<file path="src/rtl/hazard_scoreboard_pkg.sv">
// Shared types and constants for the hazard/forwarding scoreboard.
//   REG_W       : architectural register index width
//   FWD_IDEX    : EX operand select meaning "use the ID/EX latched value"
//   sb_entry_t  : one in-flight instruction record {valid, rd, load}
//   SB_BUBBLE   : empty scoreboard entry
// Legal ranges: DEPTH 2..8, LOAD_READY 2..DEPTH, FLUSH_DEPTH 0..DEPTH-1.
package hazard_scoreboard_pkg;

  localparam int unsigned REG_W    = 5;
  localparam int unsigned FWD_IDEX = 0;

  typedef struct packed {
    logic             valid;
    logic [REG_W-1:0] rd;
    logic             load;
  } sb_entry_t;

  localparam sb_entry_t SB_BUBBLE = '0;

endpackage

</file>
<file path="src/rtl/hazard_scoreboard_if.sv">
// Pipeline <-> hazard scoreboard connection.
//   master : pipeline side, drives hold/flush and the ID-stage instruction fields
//   slave  : scoreboard side, returns stall, ID bypass, EX forward selects,
//            live-writer map and stall counter
interface hazard_scoreboard_if #(
  parameter int unsigned DEPTH = 3,
  parameter int unsigned CNT_W = 32
);
  import hazard_scoreboard_pkg::*;

  localparam int unsigned SW = $clog2(DEPTH + 1);

  logic             hold;
  logic             flush;
  logic             id_valid;
  logic [REG_W-1:0] id_rs;
  logic [REG_W-1:0] id_rt;
  logic             id_use_rs;
  logic             id_use_rt;
  logic             id_wr;
  logic [REG_W-1:0] id_rd;
  logic             id_load;
  logic             stall;
  logic             id_byp_rs;
  logic             id_byp_rt;
  logic [SW-1:0]    ex_fwd_rs;
  logic [SW-1:0]    ex_fwd_rt;
  logic [DEPTH-1:0] sb_valid;
  logic [CNT_W-1:0] stall_cnt;

  modport master (
    output hold, flush, id_valid, id_rs, id_rt, id_use_rs, id_use_rt,
           id_wr, id_rd, id_load,
    input  stall, id_byp_rs, id_byp_rt, ex_fwd_rs, ex_fwd_rt, sb_valid,
           stall_cnt
  );

  modport slave (
    input  hold, flush, id_valid, id_rs, id_rt, id_use_rs, id_use_rt,
           id_wr, id_rd, id_load,
    output stall, id_byp_rs, id_byp_rt, ex_fwd_rs, ex_fwd_rt, sb_valid,
           stall_cnt
  );

endinterface

</file>
<file path="src/rtl/hazard_scoreboard_sb_match.sv">
// Priority match of one source register against all scoreboard entries.
//   entries : s[1..DEPTH] stored at index 0..DEPTH-1 (index 0 = youngest, EX)
//   src     : source register, use_src : source is actually read
//   hit_c   : some live entry writes src (src != 0)
//   idx_c   : stage number k (1..DEPTH) of the youngest matching entry
//   load_c  : that entry is a load
module hazard_scoreboard_sb_match
  import hazard_scoreboard_pkg::*;
#(
  parameter int unsigned DEPTH = 3,
  parameter int unsigned SW    = $clog2(DEPTH + 1)
) (
  input  sb_entry_t        entries [DEPTH],
  input  logic [REG_W-1:0] src,
  input  logic             use_src,
  output logic             hit_c,
  output logic [SW-1:0]    idx_c,
  output logic             load_c
);

  // Scan oldest to youngest so the youngest match is the last one written.
  always_comb begin
    hit_c  = 1'b0;
    idx_c  = '0;
    load_c = 1'b0;
    if (use_src && (src != '0)) begin
      for (int i = int'(DEPTH) - 1; i >= 0; i--) begin
        if (entries[i].valid && (entries[i].rd == src)) begin
          hit_c  = 1'b1;
          idx_c  = SW'(i + 1);
          load_c = entries[i].load;
        end
      end
    end
  end

endmodule

</file>
<file path="src/rtl/hazard_scoreboard.sv">
// Hazard and forwarding controller beside the ID stage.
//   clk, rst : clock, synchronous active-high reset
//   sb       : slave side of hazard_scoreboard_if
//     inputs  hold, flush, id_valid, id_rs/rt, id_use_rs/rt, id_wr, id_rd, id_load
//     outputs stall, id_byp_rs/rt (combinational), ex_fwd_rs/rt (registered),
//             sb_valid (entry valid bits), stall_cnt (saturating)
module hazard_scoreboard
  import hazard_scoreboard_pkg::*;
#(
  parameter int unsigned DEPTH       = 3,
  parameter int unsigned LOAD_READY  = 3,
  parameter int unsigned FLUSH_DEPTH = 1,
  parameter int unsigned CNT_W       = 32
) (
  input logic                clk,
  input logic                rst,
  hazard_scoreboard_if.slave sb
);

  localparam int unsigned SW = $clog2(DEPTH + 1);

  sb_entry_t        ent_q [DEPTH];
  sb_entry_t        ent_d [DEPTH];
  sb_entry_t        new_ent;
  logic [SW-1:0]    fwd_rs_q, fwd_rt_q;
  logic [CNT_W-1:0] cnt_q;

  logic             hit_rs, hit_rt, ld_rs, ld_rt;
  logic [SW-1:0]    idx_rs, idx_rt;
  logic             haz_rs, haz_rt;
  logic             stall_c, issue_c;
  logic [SW-1:0]    sel_rs, sel_rt;
  logic [DEPTH-1:0] sbv;

  hazard_scoreboard_sb_match #(.DEPTH(DEPTH), .SW(SW)) u_match_rs (
    .entries (ent_q),
    .src     (sb.id_rs),
    .use_src (sb.id_use_rs),
    .hit_c   (hit_rs),
    .idx_c   (idx_rs),
    .load_c  (ld_rs)
  );

  hazard_scoreboard_sb_match #(.DEPTH(DEPTH), .SW(SW)) u_match_rt (
    .entries (ent_q),
    .src     (sb.id_rt),
    .use_src (sb.id_use_rt),
    .hit_c   (hit_rt),
    .idx_c   (idx_rt),
    .load_c  (ld_rt)
  );

  // Load data first appears at the input register of stage LOAD_READY, so a
  // load at stage k is consumable next cycle only once k+1 >= LOAD_READY.
  assign haz_rs  = hit_rs && ld_rs && (idx_rs < SW'(LOAD_READY - 1));
  assign haz_rt  = hit_rt && ld_rt && (idx_rt < SW'(LOAD_READY - 1));
  assign stall_c = sb.id_valid && (haz_rs || haz_rt) && !sb.flush;
  assign issue_c = sb.id_valid && !stall_c && !sb.flush && !sb.hold;

  // The oldest entry's result is only visible as the WB write data.
  assign sel_rs = (hit_rs && (idx_rs < SW'(DEPTH))) ? idx_rs + SW'(1) : SW'(FWD_IDEX);
  assign sel_rt = (hit_rt && (idx_rt < SW'(DEPTH))) ? idx_rt + SW'(1) : SW'(FWD_IDEX);

  // Next scoreboard contents: shift by one, then kill flushed positions.
  always_comb begin
    for (int i = 0; i < int'(DEPTH); i++) ent_d[i] = SB_BUBBLE;
    new_ent = SB_BUBBLE;
    if (issue_c) begin
      new_ent.valid = sb.id_wr && (sb.id_rd != '0);
      new_ent.rd    = sb.id_rd;
      new_ent.load  = sb.id_load;
    end
    ent_d[0] = new_ent;
    for (int i = 1; i < int'(DEPTH); i++) ent_d[i] = ent_q[i-1];
    if (sb.flush) begin
      for (int i = 0; i <= int'(FLUSH_DEPTH); i++) ent_d[i] = SB_BUBBLE;
    end
  end

  // State update; hold freezes everything, reset wins over hold.
  always_ff @(posedge clk) begin
    if (rst) begin
      for (int i = 0; i < int'(DEPTH); i++) ent_q[i] <= SB_BUBBLE;
      fwd_rs_q <= '0;
      fwd_rt_q <= '0;
      cnt_q    <= '0;
    end else if (!sb.hold) begin
      for (int i = 0; i < int'(DEPTH); i++) ent_q[i] <= ent_d[i];
      fwd_rs_q <= issue_c ? sel_rs : '0;
      fwd_rt_q <= issue_c ? sel_rt : '0;
      if (stall_c && (cnt_q != '1)) cnt_q <= cnt_q + CNT_W'(1);
    end
  end

  always_comb begin
    sbv = '0;
    for (int i = 0; i < int'(DEPTH); i++) sbv[i] = ent_q[i].valid;
  end

  assign sb.stall     = stall_c;
  assign sb.id_byp_rs = hit_rs && (idx_rs == SW'(DEPTH));
  assign sb.id_byp_rt = hit_rt && (idx_rt == SW'(DEPTH));
  assign sb.ex_fwd_rs = fwd_rs_q;
  assign sb.ex_fwd_rt = fwd_rt_q;
  assign sb.sb_valid  = sbv;
  assign sb.stall_cnt = cnt_q;

endmodule
</file>
<file path="src/flat_wrapper.sv">
// flat-port wrapper written by rule: the top's interface ports become plain ports
module hazard_scoreboard_flat import hazard_scoreboard_pkg::*;
#(
  parameter int unsigned DEPTH       = 3,
  parameter int unsigned LOAD_READY  = 3,
  parameter int unsigned FLUSH_DEPTH = 1,
  parameter int unsigned CNT_W       = 32
)
  (clk, rst, sb_hold, sb_flush, sb_id_valid, sb_id_rs, sb_id_rt, sb_id_use_rs, sb_id_use_rt, sb_id_wr, sb_id_rd, sb_id_load, sb_stall, sb_id_byp_rs, sb_id_byp_rt, sb_ex_fwd_rs, sb_ex_fwd_rt, sb_sb_valid, sb_stall_cnt);
  hazard_scoreboard_if #(.DEPTH(DEPTH), .CNT_W(CNT_W)) sb_i ();
  input logic clk;
  input logic rst;
  input wire logic [$bits(sb_i.hold)-1:0] sb_hold;
  input wire logic [$bits(sb_i.flush)-1:0] sb_flush;
  input wire logic [$bits(sb_i.id_valid)-1:0] sb_id_valid;
  input wire logic [$bits(sb_i.id_rs)-1:0] sb_id_rs;
  input wire logic [$bits(sb_i.id_rt)-1:0] sb_id_rt;
  input wire logic [$bits(sb_i.id_use_rs)-1:0] sb_id_use_rs;
  input wire logic [$bits(sb_i.id_use_rt)-1:0] sb_id_use_rt;
  input wire logic [$bits(sb_i.id_wr)-1:0] sb_id_wr;
  input wire logic [$bits(sb_i.id_rd)-1:0] sb_id_rd;
  input wire logic [$bits(sb_i.id_load)-1:0] sb_id_load;
  output wire logic [$bits(sb_i.stall)-1:0] sb_stall;
  output wire logic [$bits(sb_i.id_byp_rs)-1:0] sb_id_byp_rs;
  output wire logic [$bits(sb_i.id_byp_rt)-1:0] sb_id_byp_rt;
  output wire logic [$bits(sb_i.ex_fwd_rs)-1:0] sb_ex_fwd_rs;
  output wire logic [$bits(sb_i.ex_fwd_rt)-1:0] sb_ex_fwd_rt;
  output wire logic [$bits(sb_i.sb_valid)-1:0] sb_sb_valid;
  output wire logic [$bits(sb_i.stall_cnt)-1:0] sb_stall_cnt;
  assign sb_i.hold = sb_hold;
  assign sb_i.flush = sb_flush;
  assign sb_i.id_valid = sb_id_valid;
  assign sb_i.id_rs = sb_id_rs;
  assign sb_i.id_rt = sb_id_rt;
  assign sb_i.id_use_rs = sb_id_use_rs;
  assign sb_i.id_use_rt = sb_id_use_rt;
  assign sb_i.id_wr = sb_id_wr;
  assign sb_i.id_rd = sb_id_rd;
  assign sb_i.id_load = sb_id_load;
  assign sb_stall = sb_i.stall;
  assign sb_id_byp_rs = sb_i.id_byp_rs;
  assign sb_id_byp_rt = sb_i.id_byp_rt;
  assign sb_ex_fwd_rs = sb_i.ex_fwd_rs;
  assign sb_ex_fwd_rt = sb_i.ex_fwd_rt;
  assign sb_sb_valid = sb_i.sb_valid;
  assign sb_stall_cnt = sb_i.stall_cnt;
  hazard_scoreboard #(.DEPTH(DEPTH), .LOAD_READY(LOAD_READY), .FLUSH_DEPTH(FLUSH_DEPTH), .CNT_W(CNT_W)) u_core (.clk(clk), .rst(rst), .sb(sb_i));
endmodule
</file>
<file path="config.mk">
export PLATFORM = sky130hd
export DESIGN_NAME = hazard_scoreboard_flat
export DESIGN_NICKNAME = d
export VERILOG_FILES = /design/src/rtl/hazard_scoreboard_pkg.sv /design/src/rtl/hazard_scoreboard_if.sv /design/src/rtl/hazard_scoreboard_sb_match.sv /design/src/rtl/hazard_scoreboard.sv /design/src/flat_wrapper.sv
export SDC_FILE = /design/constraint.sdc
export NUM_CORES = 1
export LEC_CHECK = 0
export ABC_AREA = 1
export CORE_MARGIN = 2
export CORE_UTILIZATION = 52
export DETAILED_ROUTE_END_ITERATION = 8
export HOLD_SLACK_MARGIN = 0.15
export PLACE_DENSITY_LB_ADDON = 0.25
export SYNTH_ARGS = -nofsm -noshare
export SYNTH_HDL_FRONTEND = slang
export SYNTH_SLANG_ARGS = --single-unit
</file>
<file path="constraint.sdc">
create_clock -name clk -period 2.5 [get_ports clk]
set_clock_uncertainty 0.1 [all_clocks]
set_input_delay 0.5 -clock clk [delete_from_list [all_inputs] [get_ports clk]]
set_output_delay 0.5 -clock clk [all_outputs]
set_load 0.01 [all_outputs]
</file>
# Yosys cells after proc, flatten, opt, wreduce, memory -nomap -nowiden
# Cells that the tools add are included.
# W data, S select, Z words.
[op_classes]
order_cmp = 4
bitwise = 1
n_reduce_logical = 31
mux = 30
n_eq_ne = 9
add_sub_neg = 3
[ops]
columns = ["operator", "count"]
rows = [
  ["$add A32 B1 Y32 const B", 1],
  ["$ne A32 B32 Y1 const B", 1],
  ["$eq A5 B5 Y1", 6],
  ["$mux W2", 12],
  ["$logic_and A1 B1 Y1", 23],
  ["$mux W1", 16],
  ["$reduce_bool A5 Y1", 3],
  ["$mux W14", 1],
  ["$lt A2 B2 Y1 const B", 4],
  ["$mux W7", 1],
  ["$add A2 B1 Y2 const B", 2],
  ["$eq A2 B2 Y1 const B", 2],
  ["$logic_not A1 Y1", 3],
  ["$reduce_and A2 Y1", 1],
  ["$logic_or A1 B1 Y1", 1],
  ["$not A1 Y1", 1],
]
[word_totals]
output_inout_bits = 42
wordCells = 90
inputBits = 24
reg_bits = 57

# Logic depth before layout (Yosys ltp)
# Gate-level depths: netlist of the first run.
[logic_depth]
ltp_word = 17
mapped_depth = 14

# Hierarchy
# Synthesis of the first run repeated with hierarchy kept, for this count alone.
[hier_totals]
hier_cells = 649
hier_area_um2 = 3915.0
[modules_own_cells]
columns = ["module", "seq_area_each_um2", "area_per_inst_um2", "cells_each", "instances"]
rows = [
  ["hazard_scoreboard", 1141.1, 3199.3, 483, 1],
  ["hazard_scoreboard_sb_match", 0.0, 357.8, 83, 2],
]

# Worst setup path before layout of the first run
# Ideal clock, no wire load.
[synth_timing]
path_type = "input port to output port"
startpoint = "input port sb_id_rs[3]"
endpoint = "output port sb_id_byp_rs"
path_slack_ps = 160
n_path_buf = 0
t_arrival_ps = 1740
path_stages = 8
cell_sequence = "or2_2 a21oi_1 nand3_1 nand2_1 nand2_1 a21oi_1 ha_1 a21boi_0"
[synth_between]
elab_chain_len = 8
word_cells_on_any_way = 18
cone_classes = "eq/ne: 4; mux: 8; reduce/logical: 6"
[synth_lines]
columns = ["element", "line_no", "rtl"]
rows = [
  ["start: declaration", "flat_wrapper.sv:16", "input wire logic [$bits(sb_i.id_rs)-1:0] sb_id_rs;"],
  ["$eq A5 B5 Y1", "hazard_scoreboard_sb_match.sv:28", "if (entries[i].valid && (entries[i].rd == src)) begin"],
  ["$logic_and A1 B1 Y1", "hazard_scoreboard_sb_match.sv:28", ""],
  ["$mux W2 (3 in a row)", "hazard_scoreboard_sb_match.sv:28", ""],
  ["$mux W2", "hazard_scoreboard_sb_match.sv:26", "if (use_src && (src != '0)) begin"],
  ["$eq A2 B2 Y1", "hazard_scoreboard.sv:101", "assign sb.id_byp_rs = hit_rs && (idx_rs == SW'(DEPTH));"],
  ["$logic_and A1 B1 Y1 (*)", "hazard_scoreboard.sv:101", ""],
  ["end: declaration", "flat_wrapper.sv:24", "output wire logic [$bits(sb_i.id_byp_rs)-1:0] sb_id_byp_rs;"],
]
# Mark *: on every way between the ends. The rest lies on a longest branch, timed or not.

# Final worst setup path of the first run
[layout_timing]
startpoint = "input port sb_id_rs[4]"
endpoint = "output port sb_id_byp_rs"
# Same word-level chain as after synthesis.

==> results.cfg, run 1 <==
[run_status]
status = finished, violations left
violations = negative setup slack

[logic_synthesis]
synth-seq-cells = 55
syn_area_um2 = 3210
yosysWarnings = 0
yosysSeqAreaShare_pct = 34.3
synth_ff_type = dfxtp_1
ys_types = 30
synth_area_leaders = dfxtp_1, nand2_1, nor2_1
synth_nets = 547
yosys.area.top_type = dfxtp_1
synth_edf_count = 0
syn_inst = 520
synthArstFlopShare_pct = 0
yosys.area.top_type_share_pct = 34.3
postSynthAreaPerCell_um2 = 6.17
synth.most_common_cell = nand2_1
synthTopCellsByCount = nand2_1, nor2_1, nand3_1

[placed_design]
placedCellCount = 682
io_buffers = 65
place_hpwl_mm = 6.78
place_ws_ns = -0.772
globalplace.congestion = 0.914

[sta]
worstMarginPinSlew_ns = 0.395
min_period_over_period_pct = 101
slew_violations = 0
worst_slack_ns = -0.0147
max_slew_margin_pct = 73.7
setup_viol_count_final = 1
whs_ns = 0.375
finalCriticalPeriod_ns = 2.51
rsz0062_at_grt = true
finalHoldViolations = 0
max_clock_freq_mhz = 398

[power_and_ir_drop]
p_total_uw = 1740
p_leak_uw = 0.00186
vdd_drop_max_mv = 0.359
powerDensity_nw_per_um2 = 390

[global_route]
first_global_vias = 3359
grt_pass1_wl_mm = 14.9
antenna_found_initial = 0
grt_start_max_net_pins = 41
grt_remaining_overflow = 0
grt_use_total_pct = 28.0

[critical_path]
cp_max_fo = 4
cp_slowest_cell = clkdlybuf4s15_2
crit_required_ns = 1.90
r2r-start = u_core.sb.stall_cnt[0]
cp.depth = 11
r2r_cells = 11
criticalPathCategory = in2out
critPathMaxStageDelay_ns = 0.23
startpoint = sb_id_rs[4]
worstSetupStartpointType = input port
cp_cell_sequence = clkdlybuf4s15_2, inv_2, o21ai_1, a21oi_2, nand3_2, nand2_2, nand2_4, a21oi_4, ha_4, a21boi_2, buf_2
worstPathArrival_ns = 1.91
cp_top_family = compound AO/OA/AOI/OAI gates
endpoint_kind = output port
path_buf_inv = 3

[clock_tree]
cts_hold_buf = 0
cts.sinks = 55
h-tree-depth = 2
cts_buffers = 5
cts_tree = done
ctsLongestPathBuffers = 2
clk_pin_slew_ns = 0.10
cts-root-buf = clkbuf_8
insertion_delay_ns = 0.31

[finish]
instances_no_fill = 699
drive_gt1_share_pct = 21.3
nNetsFinal = 650
multi_input_area_um2 = 1930
fill_cells = 504
final_util_pct = 74.7
syn2layout_area_growth_pct = 38.8
diodes = 0
register_area_um2 = 1120

[detailed_routing]
firstDrtPassIters = 4
post_drt_wl_per_cell_um = 13.7
wl_mm = 9.54
drt-vias-per-instance = 5.29
dr_total_vias = 3701
ant_nets = 0
drcViolationCount = 0
dr.first_iter.drc_count = 182

[floorplan]
core_area_um2 = 5960
num_io_pins = 66
dieArea_um2 = 6810
fp.dieH_um = 82.5
die_w_um = 82.5
initial_core_util_pct = 53.9
rows = 28

[min_path]
min_path_type = reg2reg
hp-start = u_core.sb.ex_fwd_rt[0]
min_path_cells = 2

[run]
cap_violations = 0
[power by group]
part | internal [uW] | total (uW) | switching (uW)
Clock | 303 | 602 | 298
Combinational | 103 | 228 | 125
Sequential | 890 | 908 | 18.0
[metal layers]
metal	wire length [um]	share of wire [%]	GRT usage [%]	up-vias
met5	0	0	0	-
met4	89	0.93	5.25	0
met3	444	4.7	4.57	10
met2	4660	49	50.1	101
met1	4350	46	35.6	1715
li1	-	-	-	1875
[worst min-delay path, delay by kind of cell (launching register included)]
family           cells  cell delay (ns)
AND/OR/NAND/NOR      1             0.06
flip-flops           1             0.32
AO/OA/AOI/OAI        1             0.06
[what timing repair did]
action | in CTS | in global routing
resized for setup | 68 | 46
buffers inserted | 5 | 4
endpoints found under the setup margin | 31 | 3
pin swaps | 16 | 25
[metrics by stage]
stage	setup TNS [ns]	area, um2
2_1_floorplan	0	3210
3_3_place_gp	-13.20	4150
3_5_place_dp	-16.10	4150
4_1_cts	0	4380
5_1_grt	-0.175	4450
6_report	-0.0147	4450
[state kept, by name, indices dropped and copies added, names as in the netlist]
register,count
u_core.sb.stall_cnt,32
u_core.ent_d,5
u_core.sb.sb_valid,3
u_core.ent_q,11
u_core.sb.ex_fwd_rs,2
u_core.sb.ex_fwd_rt,2
[logic make-up (layout without fill, tap and decap cells)]
logic type | after synthesis | after routing | share of synthesized area (%)
AOI/OAI and AO/OA | 86 | 86 | 13.9
DFF | 55 | 55 | 34.3
and+or+nand+nor | 298 | 298 | 38.9
adders and majority gates | 3 | 3 | 1.17
buffers and inverters | 72 | 176 | 10.1
xor gates and xnor gates | 6 | 6 | 1.64
[final timing paths]
check / end / slack, ns
max reg2reg: u_core.sb.stall_cnt[26] / 0.23
max: sb_id_byp_rs / -0.01
min: u_core.sb.ex_fwd_rt[0] / 0.38
min reg2reg: u_core.sb.ex_fwd_rt[0] / 0.38
[layout make-up]
class	instances	area share, %
inverters	54	4.55
clock inverters	2	0.871
multi-input cells	393	43.5
flip-flops and latches	55	25.1
well taps	75	2.11
clock buffers	6	1.63
repair buffers	114	22.3
[placed cells by master, fill, tap and decap left out, types with 2 or more instances in the layout]
cell / count
clkinv_1: 2
buf_2: 7
buf_4: 46
nand2_2: 5
clkbuf_2: 3
nor2_2: 7
inv_2: 14
clkbuf_8: 5
buf_6: 2
inv_1: 38
clkdlybuf4s15_2: 2
nor3_1: 2
nand2_1: 129
a21oi_2: 3
nand4_1: 2
a21oi_1: 53
clkdlybuf4s50_1: 52
nand3_2: 9
xor2_1: 3
a211oi_1: 3
nand3_1: 53
nor2_4: 3
dfxtp_2: 11
xnor2_2: 2
dfxtp_1: 43
o21ai_0: 14
o21ai_1: 7
o21ai_2: 2
nor2_1: 82
(Power assumes the default switching activity.)
==> inputs of run 2 (changes only) <==
CORE_UTILIZATION = 54   (was 52)
GPL_ROUTABILITY_DRIVEN = 1   (was unset)
SYNTH_HIERARCHICAL = 1   (was unset)
==> run 2 against run 1 <==
Effect of this change:
- global-route usage rose by 2.5 points
- the run still ends with negative setup slack left
- wire length rose by 26%
- cell count rose by 23%
- synthesized cell count rose by 25%
- critical path depth rose by 2
==> results.cfg, run 2 <==
[critical_path]
cp_slowest_cell = clkdlybuf4s15_1
criticalPathCategory = in2out
cp_max_fo = 6
worstPathArrival_ns = 1.95
path_buf_inv = 5
worstSetupStartpointType = input port
worstReg2RegEnd = u_core/sb.stall_cnt[13]
startpoint = sb_id_rs[0]
cp_top_family = simple AND/OR/NAND/NOR gates
cp.depth = 13
r2r-start = u_core/ent_q[15]
crit_end = sb_stall
endpoint_kind = output port
critPathMaxStageDelay_ns = 0.19
r2r_slack_ns = 0.11
crit_required_ns = 1.90
r2r_cells = 17
cp_cell_sequence = clkdlybuf4s15_1, inv_2, nand2_1, o211ai_1, nor2_2, buf_4, buf_4, a21oi_2, nand3b_1, nand2_2, nand2_2, nor2_1, buf_2

[floorplan]
die_w_um = 89.1
num_io_pins = 66
fp.dieH_um = 89.1
initial_core_util_pct = 54.9
core_area_um2 = 7140
dieArea_um2 = 7950
rows = 31

[placed_design]
globalplace.congestion = 0.939
place_ws_ns = -0.893
place_hpwl_mm = 8.61
dpl_cell_area_um2 = 4850
io_buffers = 65

[finish]
mostFrequentLayoutCells = nand2_1, nor2_1, clkdlybuf4s50_1, dfxtp_1, inv_1
final_common_cell = nand2_1
register_area_um2 = 1170
fin_area_um2 = 5360
drive_gt1_share_pct = 24.9
diodes = 0
nNetsFinal = 781
fill_cells = 614
syn2layout_area_growth_pct = 36.8
multi_input_area_um2 = 2620
largest_register_ff_count = 32

[logic_synthesis]
yosysSeqAreaShare_pct = 29.1
synth_edf_count = 0
postSynthAreaPerCell_um2 = 6.03
ys_types = 33
syn_area_um2 = 3920
synth_nets = 676
synth.most_common_cell = nand2_1
synthArstFlopShare_pct = 0
yosysWarnings = 6
synth-seq-cells = 57
synth_area_leaders = dfxtp_1, nand2_1, nor2_1
synthTopCellsByCount = nand2_1, nor2_1, dfxtp_1
syn_inst = 649
yosys.area.top_type = dfxtp_1
synth_ff_type = dfxtp_1
yosys.area.top_type_share_pct = 29.1

[global_route]
grt_remaining_overflow = 0
grt_pass1_wl_mm = 18.8
antenna_found_initial = 0
first_global_vias = 4198
grt_start_max_net_pins = 34
grt_use_total_pct = 30.5

[power_and_ir_drop]
powerDensity_nw_per_um2 = 372
p_leak_uw = 0.00208
vdd_drop_max_mv = 0.355

[sta]
finalHoldViolations = 0
tns_ns = -0.0489
slew_violations = 0
setup_viol_count_final = 1
max_slew_margin_pct = 69.3
finalCriticalPeriod_ns = 2.55
min_period_over_period_pct = 102
worst_slack_ns = -0.0489
worstMarginPinSlew_ns = 0.461
max_clock_freq_mhz = 392
whs_ns = 0.370
rsz0062_at_grt = true

[run]
cap_violations = 0

[clock_tree]
cts.sinks = 57
clk_pin_slew_ns = 0.07
cts_tree = done
ctsLongestPathBuffers = 2
cts_hold_buf = 0
cts-root-buf = clkbuf_8
insertion_delay_ns = 0.35
h-tree-depth = 3
cts_buffers = 9

[run_status]
violations = negative setup slack
status = finished, violations left

[detailed_routing]
drcViolationCount = 0
firstDrtPassIters = 5
ant_nets = 0
post_drt_wl_per_cell_um = 14.0
wl_mm = 12.0
drt-vias-per-instance = 5.32
dr.first_iter.drc_count = 244
dr_total_vias = 4567

[min_path]
min_path_type = reg2reg
-- run 2: changes by cell type after synthesis, sizes merged, moves of 5 or more --
| cell | change |
|---|---|
| nand2 | +125 |
| nand3 | -34 |
| nor2 | +17 |
| nand3b | +14 |
| a21oi | -11 |
| nand4 | +10 |
| o21ai | -9 |
| xor2 | +6 |
| xnor2 | +5 |
-- run 2: cell families (layout without fill, tap and decap cells) --
logic type               Yosys count  in the layout  share of synthesized area, %
AO/OA/AOI/OAI                     64             64                          9.88
adder cells (fa/ha/maj)            3              3                         0.959
flip-flops                        57             57                          29.1
AND/OR/NAND/NOR                  430            430                          47.3
buffers and inverters             78            188                          8.88
XOR/XNOR                          17             17                          3.80
-- run 2: stage by stage --
step	power [uW]	std cells	util (%)
2_1_floorplan	1040	649	-
3_3_place_gp	1130	831	68.0
3_5_place_dp	1130	831	68.0
4_1_cts	1990	856	72.9
5_1_grt	2060	858	75.0
6_report	1990	858	75.0
-- run 2: area by class of cell --
cell class / count / area share [%]
Tap cell: 99 / 2.31
Clock buffer: 9 / 2.31
Inverter: 58 / 4.21
Sequential cell: 57 / 21.9
Clock inverter: 7 / 1.45
Timing Repair Buffer: 114 / 19.0
Multi-Input combinational cell: 514 / 48.9
-- run 2: power by group --
part	leakage (uW)	switching, uW	total, uW	internal, uW
registers	0.000468	11.8	924	912
logic	0.00151	113	192	78.8
clock network	0.000100	409	877	468
total	0.00208	534	1990	1460
-- run 2: routing by layer --
layer / vias up / track usage [%] / wire, um
li1: 2251 / - / -
met1: 2102 / 34.4 / 4770
met2: 181 / 56.5 / 6120
met3: 33 / 3.97 / 723
met4: 0 / 13.8 / 418
met5: - / 0 / 0
-- run 2: worst register-to-register path, stage by stage, from the launching register on --
cell and delay, ns:
dfxtp_2 0.38, inv_1 0.05, nand2_1 0.05, o211ai_1 0.09
nor2_2 0.19, buf_4 0.14, buf_4 0.09, a21oi_2 0.06
nand3b_1 0.18, nand2_2 0.11, nand2_2 0.06, buf_4 0.14
nor2_4 0.18, nand2_4 0.11, inv_6 0.10, clkbuf_16 0.16
nand2_1 0.06, a21oi_2 0.10
-- run 2: worst min path at each step --
stage                           startpoint                      to  cells after the start
floorplan                 u_core/ent_q[14]         u_core/ent_d[0]                      2
detailed placement  u_core/sb.ex_fwd_rs[0]  u_core/sb.ex_fwd_rs[0]                      2
CTS                 u_core/sb.ex_fwd_rs[0]  u_core/sb.ex_fwd_rs[0]                      2
global placement    u_core/sb.ex_fwd_rs[0]  u_core/sb.ex_fwd_rs[0]                      2
global route        u_core/sb.ex_fwd_rt[1]  u_core/sb.ex_fwd_rt[1]                      2
finish              u_core/sb.ex_fwd_rs[0]  u_core/sb.ex_fwd_rs[0]                      2
-- run 2: repair_timing --
| action | 4_1_cts | 5_1_grt |
|---|---|---|
| buffers inserted | 9 | 2 |
| gates cloned | 0 | 1 |
| endpoints found under the setup margin | 39 | 35 |
| gates resized for setup | 77 | 59 |
| pin swaps | 18 | 34 |
==> RTL edit, RTL diff (settings of run 1) <==
`CNT_W` is set to 32 in 3 places; all go to 40.
--- a/src/rtl/hazard_scoreboard_if.sv
+++ b/src/rtl/hazard_scoreboard_if.sv
@@ -4,7 +4,7 @@
 //            live-writer map and stall counter
 interface hazard_scoreboard_if #(
   parameter int unsigned DEPTH = 3,
-  parameter int unsigned CNT_W = 32
+  parameter int unsigned CNT_W = 40
 );
   import hazard_scoreboard_pkg::*;
 
--- a/src/rtl/hazard_scoreboard.sv
+++ b/src/rtl/hazard_scoreboard.sv
@@ -10,7 +10,7 @@
   parameter int unsigned DEPTH       = 3,
   parameter int unsigned LOAD_READY  = 3,
   parameter int unsigned FLUSH_DEPTH = 1,
-  parameter int unsigned CNT_W       = 32
+  parameter int unsigned CNT_W       = 40
 ) (
   input logic                clk,
   input logic                rst,
--- a/src/flat_wrapper.sv
+++ b/src/flat_wrapper.sv
@@ -4,7 +4,7 @@
   parameter int unsigned DEPTH       = 3,
   parameter int unsigned LOAD_READY  = 3,
   parameter int unsigned FLUSH_DEPTH = 1,
-  parameter int unsigned CNT_W       = 32
+  parameter int unsigned CNT_W       = 40
 )
   (clk, rst, sb_hold, sb_flush, sb_id_valid, sb_id_rs, sb_id_rt, sb_id_use_rs, sb_id_use_rt, sb_id_wr, sb_id_rd, sb_id_load, sb_stall, sb_id_byp_rs, sb_id_byp_rt, sb_ex_fwd_rs, sb_ex_fwd_rt, sb_sb_valid, sb_stall_cnt);
   hazard_scoreboard_if #(.DEPTH(DEPTH), .CNT_W(CNT_W)) sb_i ();
Ports: changed (resized sb_stall_cnt); port bits go from 66 to 74. No check against the original RTL was run, so the function may have changed too.
==> RTL edit against run 1 <==
  * The flow still finishes with violations (setup timing)
  * Via count rose by 36%
  * Sequential cell count rose by 8
  * Design area rose by 28%
  * First-iteration DRC count rose by 140%
  * Combinational power rose by 14%
  * Routed wire length rose by 50%
  * Sequential share of layout area fell by 2.6 points
  * Fmax barely moved
  * Power rose by 30%
  * Critical path depth did not move
  * Hold slack improved by 0.0020 ns
  * Area after synthesis rose by 26%
  * Worst setup slack got worse by 0.0013 ns
  * Largest cell class unchanged
==> RTL edit: results (changes against run 1) <==
| Metric | Value |
|---|---|
| Status | `complete, but fails checks (unchanged)` |
| Failing checks | `setup timing (unchanged)` |
| Sequential area share after synthesis | `31.10% (was 34.32%)` |
| Slew @ Worst Pin | `0.6090 ns (was 0.3952 ns)` |
| Placed Area | `5239 um^2 (was 4145 um^2)` |
| Mean routed wirelength per cell | `15.48 um (was 13.65 um)` |
| Max reg flops | `40 (was 32)` |
| Fin worst setup slack | `-0.01594 ns (was -0.01466 ns)` |
| CTS Buf Count | `9 (was 5)` |
| TNS Setup | `-0.02438 ns (was -0.01466 ns)` |
| First-pass GRT wire length | `22.48 mm (was 14.92 mm)` |
| Clock transition at the registers of the reported paths | `0.07 ns (was 0.10 ns)` |
| # port buffers | `73 (was 65)` |
| Setup-failing EPs final | `2 (was 1)` |
| Leak | `2.205 nW (was 1.862 nW)` |
| Commonest cells in the synthesized netlist | `nand2_1, nor2_1, a21oi_1, dfxtp_1, inv_1 (was nand2_1, nor2_1, nand3_1)` |
| HPWL after detailed placement | `10.34 mm (was 6.782 mm)` |
| Post-synthesis cell type count | `29 (was 30)` |
| Crit-path leading delay family | `simple AND/OR/NAND/NOR gates (was compound AO/OA/AOI/OAI gates)` |
| Net count after synthesis | `712 (was 547)` |
| 1st-pass router iterations | `5 (was 4)` |
| Routability cong. | `1.023 (was 0.9137)` |
| Total number of vias | `5015 (was 3701)` |
| H-tree depth | `3 (was 2)` |
| Worst-skew pair later-pin latency | `0.35 ns (was 0.31 ns)` |
| Initial drt markers | `428 (was 182)` |
| Final net count | `846 (was 650)` |
| Share of layout cells above drive strength 1 | `20.15% (was 21.31%)` |
| Largest cells by area after synthesis | `dfxtp_1, nand2_1, nor2_1, a21oi_1, xnor2_1 (was dfxtp_1, nand2_1, nor2_1, nand3_1, a21oi_1)` |
| Total Routing Usage GR | `33.43% (was 27.99%)` |
| CP max FO | `5 (was 4)` |
-- RTL edit: area by class of cell --
| class | count | area (um^2) | share of cell area [%] |
|---|---|---|---|
| repair buffers | 144 | 1249 | 21.87 |
| clock buffers | 12 | 135.1 | 2.366 |
| flip-flops and latches | 63 | 1284 | 22.48 |
| multi-input cells | 551 | 2658 | 46.54 |
| clock inverters | 4 | 70.07 | 1.227 |
| inverters | 50 | 187.7 | 3.287 |
| well taps | 102 | 127.6 | 2.235 |
-- RTL edit: worst min-delay path, delay by kind of cell (launching register included) --
| kind | cells | cell delay [ns] |
|---|---|---|
| AOI/OAI and AO/OA | 1 | 0.06 |
| DFF | 1 | 0.31 |
| and+or+nand+nor | 1 | 0.06 |
-- RTL edit: final timing paths --
check / end / from / slack, ns / depth (start not counted)
worst max-delay path: sb_id_byp_rs / sb_id_rs[3] / -0.02 / 11
worst min-delay path: u_core.sb.ex_fwd_rt[0] / u_core.sb.ex_fwd_rt[0] / 0.38 / 2
worst max register to register: u_core.sb.ex_fwd_rs[1] / u_core.ent_q[4] / 0.02 / 18
worst min register to register: u_core.sb.ex_fwd_rt[0] / u_core.sb.ex_fwd_rt[0] / 0.38 / 2
-- RTL edit: cells by family after synthesis --
kind of cell               Yosys count  share of synthesized area, %
buffers and inverters               71                         7.096
AOI/OAI and AO/OA                   85                         11.11
DFF                                 63                         31.10
and+or+nand+nor                    423                         41.13
adders and majority gates            3                        0.9257
xor gates and xnor gates            40                         8.639
-- RTL edit: layer usage --
metal	global-route usage, %	up-vias	wire [um]
met5	0	-	0
met4	8.831	0	223
met3	8.706	25	1283
met2	49.51	247	6128
met1	48.14	2319	6696
li1	-	2424	-
-- RTL edit: power breakdown --
group / switching (mW) / total [mW] / internal [mW]
Sequential: 0.0174 / 1.03 / 1.02
Clock: 0.413 / 0.973 / 0.560
Combinational: 0.144 / 0.260 / 0.116
-- RTL edit: repair_timing --
item	CTS	global route
pin swaps	10	21
endpoints found under the setup margin	52	4
resized for setup	74	47
buffers inserted	12	5
-- RTL edit: metrics by stage --
| stage | setup slack [ns] | std cells | total power, mW | util, % |
|---|---|---|---|---|
| after global routing | -0.1024 | 926 | 2.345 | 74.67 |
| after detailed placement | -0.8293 | 893 | 1.286 | 68.50 |
| final | -0.01594 | 926 | 2.268 | 74.67 |
| after floorplan | 0.3293 | 685 | 1.159 | - |
| after global placement | -0.7452 | 893 | 1.282 | 68.50 |
| after CTS | 0.008312 | 921 | 2.248 | 72.73 |
